## src/rtl/regs_dump.sv

```systemverilog
// regs_dump: debug reader for the picoMIPS register file. It freezes writes,
// walks read port 1 from FIRST_ADDR to 7 and streams (address, data) words.
`default_nettype none

module regs_dump #(
    parameter int n          = 8,
    parameter int FIRST_ADDR = 0
) (
    input  logic                clk,
    input  logic                n_reset,
    input  logic                start,
    output logic                busy,
    output logic                write_hold,
    output logic [2:0]          Raddr,
    input  logic signed [n-1:0] Rdata,
    output logic                dout_valid,
    input  logic                dout_ready,
    output logic [2:0]          dout_addr,
    output logic [n-1:0]        dout_data,
    output logic                dout_last,
    output logic                done
);

    localparam logic [1:0] IDLE    = 2'd0;
    localparam logic [1:0] QUIESCE = 2'd1;
    localparam logic [1:0] FETCH   = 2'd2;
    localparam logic [1:0] SEND    = 2'd3;

    logic [1:0] state;
    logic [2:0] addr;

    // The read address comes straight from the counter register, so the
    // register file sees a glitch-free address for the whole FETCH cycle.
    assign Raddr      = addr;
    assign write_hold = busy;

    always_ff @(posedge clk or negedge n_reset) begin
        if (!n_reset) begin
            state      <= IDLE;
            addr       <= 3'd0;
            busy       <= 1'b0;
            dout_valid <= 1'b0;
            dout_addr  <= 3'd0;
            dout_data  <= '0;
            dout_last  <= 1'b0;
            done       <= 1'b0;
        end else begin
            done <= 1'b0;
            case (state)
                IDLE: begin
                    // A start coinciding with the done pulse is dropped.
                    if (start && !done) begin
                        state <= QUIESCE;
                        addr  <= 3'(FIRST_ADDR);
                        busy  <= 1'b1;
                    end
                end
                QUIESCE: begin
                    state <= FETCH;
                end
                FETCH: begin
                    dout_data  <= Rdata;
                    dout_addr  <= addr;
                    dout_valid <= 1'b1;
                    dout_last  <= (addr == 3'd7);
                    state      <= SEND;
                end
                SEND: begin
                    if (dout_ready) begin
                        dout_valid <= 1'b0;
                        if (dout_last) begin
                            dout_last <= 1'b0;
                            busy      <= 1'b0;
                            done      <= 1'b1;
                            state     <= IDLE;
                        end else begin
                            addr  <= addr + 3'd1;
                            state <= FETCH;
                        end
                    end
                end
                default: begin
                    state <= IDLE;
                end
            endcase
        end
    end

endmodule

`default_nettype wire

```

## config.mk

```make
export PLATFORM = sky130hd
export DESIGN_NAME = regs_dump
export DESIGN_NICKNAME = d
export VERILOG_FILES = /design/src/rtl/regs_dump.sv
export SDC_FILE = /design/constraint.sdc
export NUM_CORES = 1
export LEC_CHECK = 0
export CORE_MARGIN = 1.5
export CORE_UTILIZATION = 42
export DETAILED_ROUTE_END_ITERATION = 8
export GPL_TIMING_DRIVEN = 0
export MAX_ROUTING_LAYER = met4
export PLACE_DENSITY = 0.8
export SLEW_MARGIN = 20
export SYNTH_ARGS = -nofsm -noshare
export SYNTH_HDL_FRONTEND = slang
export SYNTH_SLANG_ARGS = --single-unit
```

## constraint.sdc

```tcl
create_clock -name clk -period 1.69 [get_ports clk]
set_input_delay 0.4225 -clock clk [delete_from_list [all_inputs] [get_ports clk]]
set_output_delay 0.4225 -clock clk [all_outputs]
set_load 0.05 [all_outputs]
```

==> flow_summary.json <==
{
  "p_per_area_nw_per_um2": 1715,
  "drv_slew": 0,
  "yosys_warnings": 0,
  "r2r_end": "Raddr[2]",
  "grt_pass1_wl_um": 2484,
  "synth_cells": 59,
  "power_leakage_nw": 0.5844,
  "crit_buf_inv": 1,
  "n_antenna_cell": 0,
  "cts-buffers-inserted": 3,
  "num_rows": 15,
  "dieArea_um2": 2273,
  "syn-num-nets": 73,
  "die_h_um": 47.68,
  "cp-start-kind": "flop",
  "grt_util_all_layers": 0.1705,
  "groute.layer.met1.usage": 0.1966,
  "critPathRequiredTime_ns": 1.27,
  "core-area_um2": 1802,
  "start_util": 0.4653,
  "detailedPlace.worstSlack_ns": -0.1097,
  "fin_crit_sh": 0.9781,
  "overflow": 0,
  "peakVddDrop_uv": 981.2,
  "hold_path_depth": 1,
  "endpoint": "busy",
  "syn_to_final_growth_pct": 41.94,
  "holdWs_ns": 0.4824,
  "finalCriticalPeriod_ns": 1.653,
  "yosysSeqAreaShare": 0.5970,
  "cts_num_sinks": 20,
  "first_global_vias": 571,
  "yosys-top-cells-area": "dfrtp_1 60%, mux2_2 19%, ha_1 3.0%",
  "rsz0062_at_grt": "no",
  "yosysUniqueCellTypes": 21,
  "status": "complete, no violations",
  "layout.nets": 108,
  "cts_root_buf": "clkbuf_4",
  "most-common-layout-cells": "20 x dfrtp_1, 14 x mux2_2, 13 x dlygate4sd2_1",
  "finalSetupViolations": 0,
  "crit_start": "busy",
  "drc": 0,
  "netlist.area_leader.share": 0.5970,
  "final_common_cell": "dfrtp_1",
  "maxCapViolCount": 0,
  "die_w_um": 47.68,
  "cts_buffer_depth": 2,
  "tritoncts": "built",
  "final_area_um2": 1190,
  "syn_avg_cell_area_um2": 14.21,
  "vias": 581,
  "timing_worst_setup_path_type": "flop to output pin",
  "gp_congestion": 0.7398,
  "drt-wirelength-per-cell_um": 14.03,
  "r2r_slack_ns": 0.19,
  "n_fill_cell": 149,
  "final_cells": 118,
  "crit_chain": "clkdlybuf4s15_1",
  "finalSetupTns_ns": 0,
  "dpl.cell_count": 114,
  "grt_antenna_before_repair": 0,
  "first_pass_iters": 4,
  "fmax_ghz": 0.6049,
  "netlist_area_um2": 838.3,
  "cp-end-kind": "output pin",
  "skew_ns": 0.001571,
  "r2r-start": "Raddr[0]",
  "ant_nets": 0,
  "drive_gt1_frac": 0.3441,
  "htreeDepth": 1,
  "ioPinCount": 31,
  "path_depth": 1,
  "cp_slowest_cell": "clkdlybuf4s15_1",
  "routed_via_density": 4.924,
  "use_met3": 0.03019,
  "placed_area_um2": 1170,
  "synth_seq_cells": 20,
  "final_util": 0.6604,
  "top_usage_layer": "met2",
  "clk_latency_ns": 0.30,
  "hold_class": "flop to flop",
  "hold_viol": 0,
  "grtUsageMet2": 0.2811,
  "first_iter_violations": 1,
  "critPathTopFamily": "buffers and inverters",
  "hpwl_um": 1178,
  "critPathMaxStageDelay_ns": 0.52,
  "tightest_slew_ns": 0.8855,
  "slew-limit-headroom": 0.4078,
  "power.total_mw": 2.040,
  "fin_ws_ns": 0.03694,
  "io_buffer_count": 30,
  "r2r_cells": 4,
  "arrival_ns": 1.23,
  "synth_area_leader_cell": "dfrtp_1",
  "cp_max_fo": 4,
  "clk_pin_slew_ns": 0.11,
  "grt_max_degree": 21,
  "routed_wl_um": 1655
}
[how the worst min path moves through the flow]
stage,startpoint,endpoint,slack [ns]
after floorplan,n_reset,Raddr[0],0.13
after global placement,dout_valid,dout_valid,0.46
after detailed placement,dout_valid,dout_valid,0.46
after CTS,dout_valid,dout_valid,0.49
after global routing,dout_valid,dout_valid,0.50
final,dout_valid,dout_valid,0.48
[power by group]
part	leakage, nW	internal [mW]	total (mW)	switching [mW]
clock network	0.0279	0.240	0.391	0.151
registers	0.242	0.609	0.701	0.0926
logic	0.315	0.315	0.948	0.633
[synth_stat cells]
cell type,n
a21o_1,1
a21o_2,1
a21oi_1,1
a22o_1,1
and3_2,2
buf_4,1
buf_6,1
dfrtp_1,20
ha_1,2
inv_1,1
inv_2,1
mux2_2,14
nand2_1,4
nand2b_1,1
nand3_1,1
nor2_1,1
nor2_4,1
nor3_1,1
nor3b_2,1
o21ai_0,2
o2bb2ai_2,1
[area by class of cell]
type	count	area (µm²)	area share
tap	25	31.28	0.02629
clock inverter	1	30.03	0.02524
inverter	2	7.507	0.006309
multi-input combinational	35	311.5	0.2618
buffer	2	18.77	0.01577
sequential	20	500.5	0.4206
clock buffer	3	22.52	0.01893
timing repair buffer	30	267.8	0.2250
[routing by layer]
| metal | share of wire | up-vias |
|---|---|---|
| li1 | - | 274 |
| met1 | 0.42 | 280 |
| met2 | 0.51 | 20 |
| met3 | 0.046 | 7 |
| met4 | 0.023 | 0 |
| met5 | 0 | - |
[cells by family after synthesis]
group | Yosys count | synth area share
buffers and inverters | 4 | 0.03134
adders and majority gates | 2 | 0.02985
AOI/OAI and AO/OA | 7 | 0.06567
DFF | 20 | 0.5970
and+or+nand+nor | 12 | 0.08803
muxes | 14 | 0.1881
[flip-flops by register name (all words and copies together), names as in the netlist]
register,count
Raddr,3
busy,1
done,1
dout_addr,3
dout_data,8
dout_last,1
dout_valid,1
state,2
[what timing repair did]
| action | in CTS | in global routing |
|---|---|---|
| setup buffers | 0 | 0 |
| hold buffers | 0 | 0 |
| cloned | 0 | 0 |
| pin swaps | 0 | 0 |
| resized for setup | 24 | 5 |
| endpoints found under the setup margin | 19 | 4 |
Note: power is estimated with default switching activity, not from simulation.
==> patch 1, RTL diff (same settings) <==
The parameter `n` goes from 8 to 16.
--- a/src/rtl/regs_dump.sv
+++ b/src/rtl/regs_dump.sv
@@ -4,5 +4,5 @@
 
 module regs_dump #(
-    parameter int n          = 8,
+    parameter int n          = 16,
     parameter int FIRST_ADDR = 0
 ) (
Interface: changed (resized Rdata and dout_data); port bits go from 31 to 47. No check against the original RTL was run, so the function may have changed too.
==> patch 1 against the original RTL <==
Setup slack gained 0.0040 ns. Die area grew 37%. Sequential share of layout area shrank 0.67 points. Area after synthesis grew 40%. Sequential cell count grew 8. Power grew 8.1%. Cell count grew 36%. Design area grew 42%. Register-to-register slack gained 0.18 ns. Wire length grew 33%. Utilization grew 0.48 points. Largest cell class unchanged. Highest routed layer unchanged.
==> patch 1: results (changes against the original RTL) <==
status=finished clean; commonest cells in the netlist=dfrtp_1 (28), mux2_2 (19), inv_1 (4); clock transition at the registers of the reported paths=0.14 ns (+0.03 ns); Area contributors post-synth=dfrtp_1 (60%), mux2_2 (18%), buf_8 (2.6%), o21ai_2 (2.2%), ha_1 (2.1%); nets@finish=154 (+43%); async set-reset flop share out of synthesis=100% (unchanged); pre-CTS setup slack=-0.00478 ns (+0.105 ns); Largest Register=dout_data; Post-CTS Setup Inserts=0 (unchanged); CP top delay family=buffers and inverters; setup_tns=0 ns (unchanged); CP max stage delay=around 0.53 ns; Max VDD drop=1.02 mV (+4.2%); Worst-Margin Slew=0.612 ns (-0.274 ns); DR iter-0 viols=12 (+11); H-tree depth=1 (unchanged); Ys Warns=0 (unchanged); critical path arrival=1.23 ns (about the same); Post-DP HPWL=1650 um (+40%); HP Class=input port to asynchronous set/reset pin; CTS Root Cell=clkbuf_4; fraction of layout cells with a size suffix above 1=32.8% (-1.6 points); Worst Skew=0.00251 ns (+0.000935 ns); post-synthesis sequential area ratio=59.9% (+0.19 points); Synth cell types=21 (unchanged); vias in the first global route=853 (+49%); DRT Pass-1 Iters=3 (-1); clock buffer depth=2 (unchanged); Port Buf Inserts=46 (+53%); initial antenna violation count=0 (unchanged); Inserted Clock Buffers=3 (unchanged); # diodes=0 (unchanged); CP max stage cell=dlygate4sd2_1; later-pin clock latency in the skew report=0.32 ns (+0.02 ns); via/cell ratio=4.98 (+1.2%); max reg flops=16 (+8); multi-input logic area=390 um2 (+25%); Placer Congestion=0.795 (+7.5%); WL final=2200 um (+33%); largest net degree at the start of global routing=29 (+38%); Lkg Pwr=0.000767 uW (+31%); first-pass GRT wire length=3920 um (+58%); worst-path maximum fanout=2 (-2); Fill cells=208 (+40%); Tot GR Track Use=16.1% (-0.94 points); Synth Net Count=103 (+41%)
patch 1: cell count changes in the layout (fill, tap and decap cells not counted), sizes merged, moves of 4 or more:
cell / change
buf: +4
clkdlybuf4s15: +19
clkdlybuf4s50: +7
dfrtp: +8
dlygate4sd2: -9
mux2: +6
patch 1: per-layer routing:
layer | vias up | routed length (um) | track usage [%]
li1 | 375 | - | -
met1 | 392 | 939 | 20.5
met4 | 0 | 21 | 5.23
met5 | - | 0 | -
met3 | 2 | 184 | 4.65
met2 | 33 | 1050 | 24.8
patch 1: logic make-up (layout without fill, tap and decap cells):
group                    Yosys count  after routing  share of synthesized area [%]
AND/OR/NAND/NOR                   12             12                           6.31
multiplexers                      20             20                           19.6
flip-flops                        28             28                           59.9
buffers and inverters             10             60                           6.74
adder cells (fa/ha/maj)            2              2                           2.14
AO/OA/AOI/OAI                      9              9                           5.35
patch 1: area by class of cell:
class / count / share of cell area (%)
tap: 30 / 2.22
multi-input combinational: 43 / 23.1
sequential: 28 / 41.4
inverter: 5 / 1.11
clock buffer: 4 / 2.14
timing repair buffer: 46 / 26.5
buffer: 5 / 3.55
patch 1: through the flow:
| stage | total power (uW) | hold WS (ns) | std cells |
|---|---|---|---|
| after floorplan | 1590 | 0.127 | 81 |
| after global placement | 1960 | 0.459 | 157 |
| after detailed placement | 1980 | 0.464 | 157 |
| after CTS | 2220 | 0.0918 | 161 |
| after global routing | 2310 | 0.122 | 161 |
| final | 2200 | 0.0806 | 161 |
patch 1: repair_timing:
| item | in CTS | in global routing |
|---|---|---|
| pin swaps | 0 | 0 |
| endpoints found under the hold margin | 0 | 0 |
| gates cloned | 0 | 0 |
| resized for setup | 38 | 18 |
| hold buffers | 0 | 0 |
| setup endpoints to repair | 27 | 17 |
patch 1: report_power, final:
part           internal (uW)  total (uW)  leakage (uW)  switching, uW
combinational            338         993      0.000408            655
sequential               805         888      0.000338           83.5
clock                    132         324     0.0000210            192
patch 1: path summary, 6_finish.rpt:
check	from	to	slack [ns]	cells after the start
setup / recovery	dout_addr[1]	dout_addr[1]	0.04	1
hold / removal	n_reset	dout_addr[0]	0.08	1
setup reg to reg	state[0]	Raddr[2]	0.37	4
hold reg to reg	dout_valid	dout_valid	0.49	1
max in group asynchronous	n_reset	dout_data[11]	1.21	1
min in group clk	dout_valid	dout_valid	0.49	1
==> patch 2, RTL diff (config.mk and constraints unchanged) <==
Made on the original files. Reset style: synchronous (`n_reset`), changed in one clocked block.
--- a/src/rtl/regs_dump.sv
+++ b/src/rtl/regs_dump.sv
@@ -35,5 +35,5 @@
     assign write_hold = busy;
 
-    always_ff @(posedge clk or negedge n_reset) begin
+    always_ff @(posedge clk) begin
         if (!n_reset) begin
             state      <= IDLE;
Behaviour: differs if n_reset is asserted again (counterexample within 4 cycles, from zero or initial values and one cycle with n_reset low); with n_reset held inactive, the same outputs for 10 cycles.
==> patch 2 against the original RTL <==
Setup slack better by 0.042 ns. Sequential share of layout area shrank 6.9 points. Critical path depth unchanged. Synthesized cell count up 58%. Wire length increased by 11%. Clock skew is 0.00078 ns lower. Register-to-register slack improved by 0.21 ns. Highest routed layer unchanged. Design area fell by 4.3%. Cell count rose by 28%. Sequential cell count did not move. Area after synthesis shrank 1.8%.
Power is not compared: it rests on default switching activity, and its combinational part moved more than twofold at a synthesized area within 25%.
==> patch 2: results (changes against the original RTL) <==
syn_area_per_cell=8.85 um2 (-38%); Synth Area in Adders=3.04% (+0.054 points); met2 Track Usage GR=31.6% (+3.5 points); DR iter-0 viols=10 (+9); routed wl met2=959 um (+13%); largest net degree at the start of global routing=12 (-43%); top-area cell type share of the netlist area=48.6% (-11 points); via/cell ratio=4.85 (-1.5%); DR WL met3=79 um (+3.9%); pre-CTS setup slack=-0.112 ns (-0.00271 ns); Post-DP HPWL=1440 um (+22%); first-pass GRT wire length=2870 um (+16%); post-synthesis sequential area ratio=48.6% (-11 points); fraction of layout cells with a size suffix above 1=13.5% (-21 points); Tot GR Track Use=19.1% (+2.1 points); compound-cell area share of the yosys netlist=13.5% (+7.0 points); Placer Congestion=0.722 (-2.5%); CP max stage cell=dlygate4sd2_1; mux contribution to synthesized area=3.65% (-15 points); Worst-Margin Slew=0.501 ns (-0.384 ns); DRT met1 WL=777 um (+12%); commonest cells in the netlist=nand2_1 (29), dfxtp_1 (20), a21oi_1 (15); post-CTS sizing=21 (-13%); status=finished clean; Port Buf Inserts=29 (-3.3%); Synth cell types=22 (+4.8%); DR WL/cell=12.2 um (-13%); critical path arrival=1.19 ns (-0.04 ns); WHS Path Cells=3 (+2); WL final=1850 um (+11%); Worst Skew=0.000794 ns (-0.000777 ns); Area contributors post-synth=dfxtp_1 (49%), nand2_1 (13%), a21oi_1 (9.1%), mux2i_1 (3.6%), clkbuf_8 (3.3%); post-place instance area=1140 um2 (-2.1%); worst-path maximum fanout=3 (-1); Synth Net Count=107 (+47%); vias in the first global route=662 (+16%); nets@finish=141 (+31%); HP Class=input port to flip-flop; worst-case reg-to-reg path depth=3 (-1); met1 GRT Util=22.4% (+2.7 points)
==> patch 2: changes by cell type after synthesis, moves of 3 or more <==
cell,delta
nand2_1,+25
dfrtp_1,-20
dfxtp_1,+20
a21oi_1,+14
mux2_2,-14
mux2i_1,+3
nand4_1,+3
==> patch 2: worst paths after layout <==
kind                  endpoint  slack (ns)          from
hold / removal        Raddr[2]        0.39       n_reset
hold reg to reg   dout_data[4]        0.46  dout_data[4]
setup reg to reg      Raddr[0]        0.40      state[1]
setup / recovery          done        0.08          done
==> patch 2: where the power goes <==
part | internal [uW] | switching (uW) | leakage (uW)
combinational | 78.5 | 127 | 0.000329
sequential | 490 | 9.92 | 0.000163
clock | 131 | 133 | 0.0000210
==> patch 2: layout make-up <==
cell class / instances / area, um2
sequential: 20 / 400
inverter: 2 / 7.51
multi-input combinational: 64 / 355
timing repair buffer: 29 / 248
tap: 25 / 31.3
clock buffer: 4 / 36.3
buffer: 7 / 60.1
fill: 165 / 644
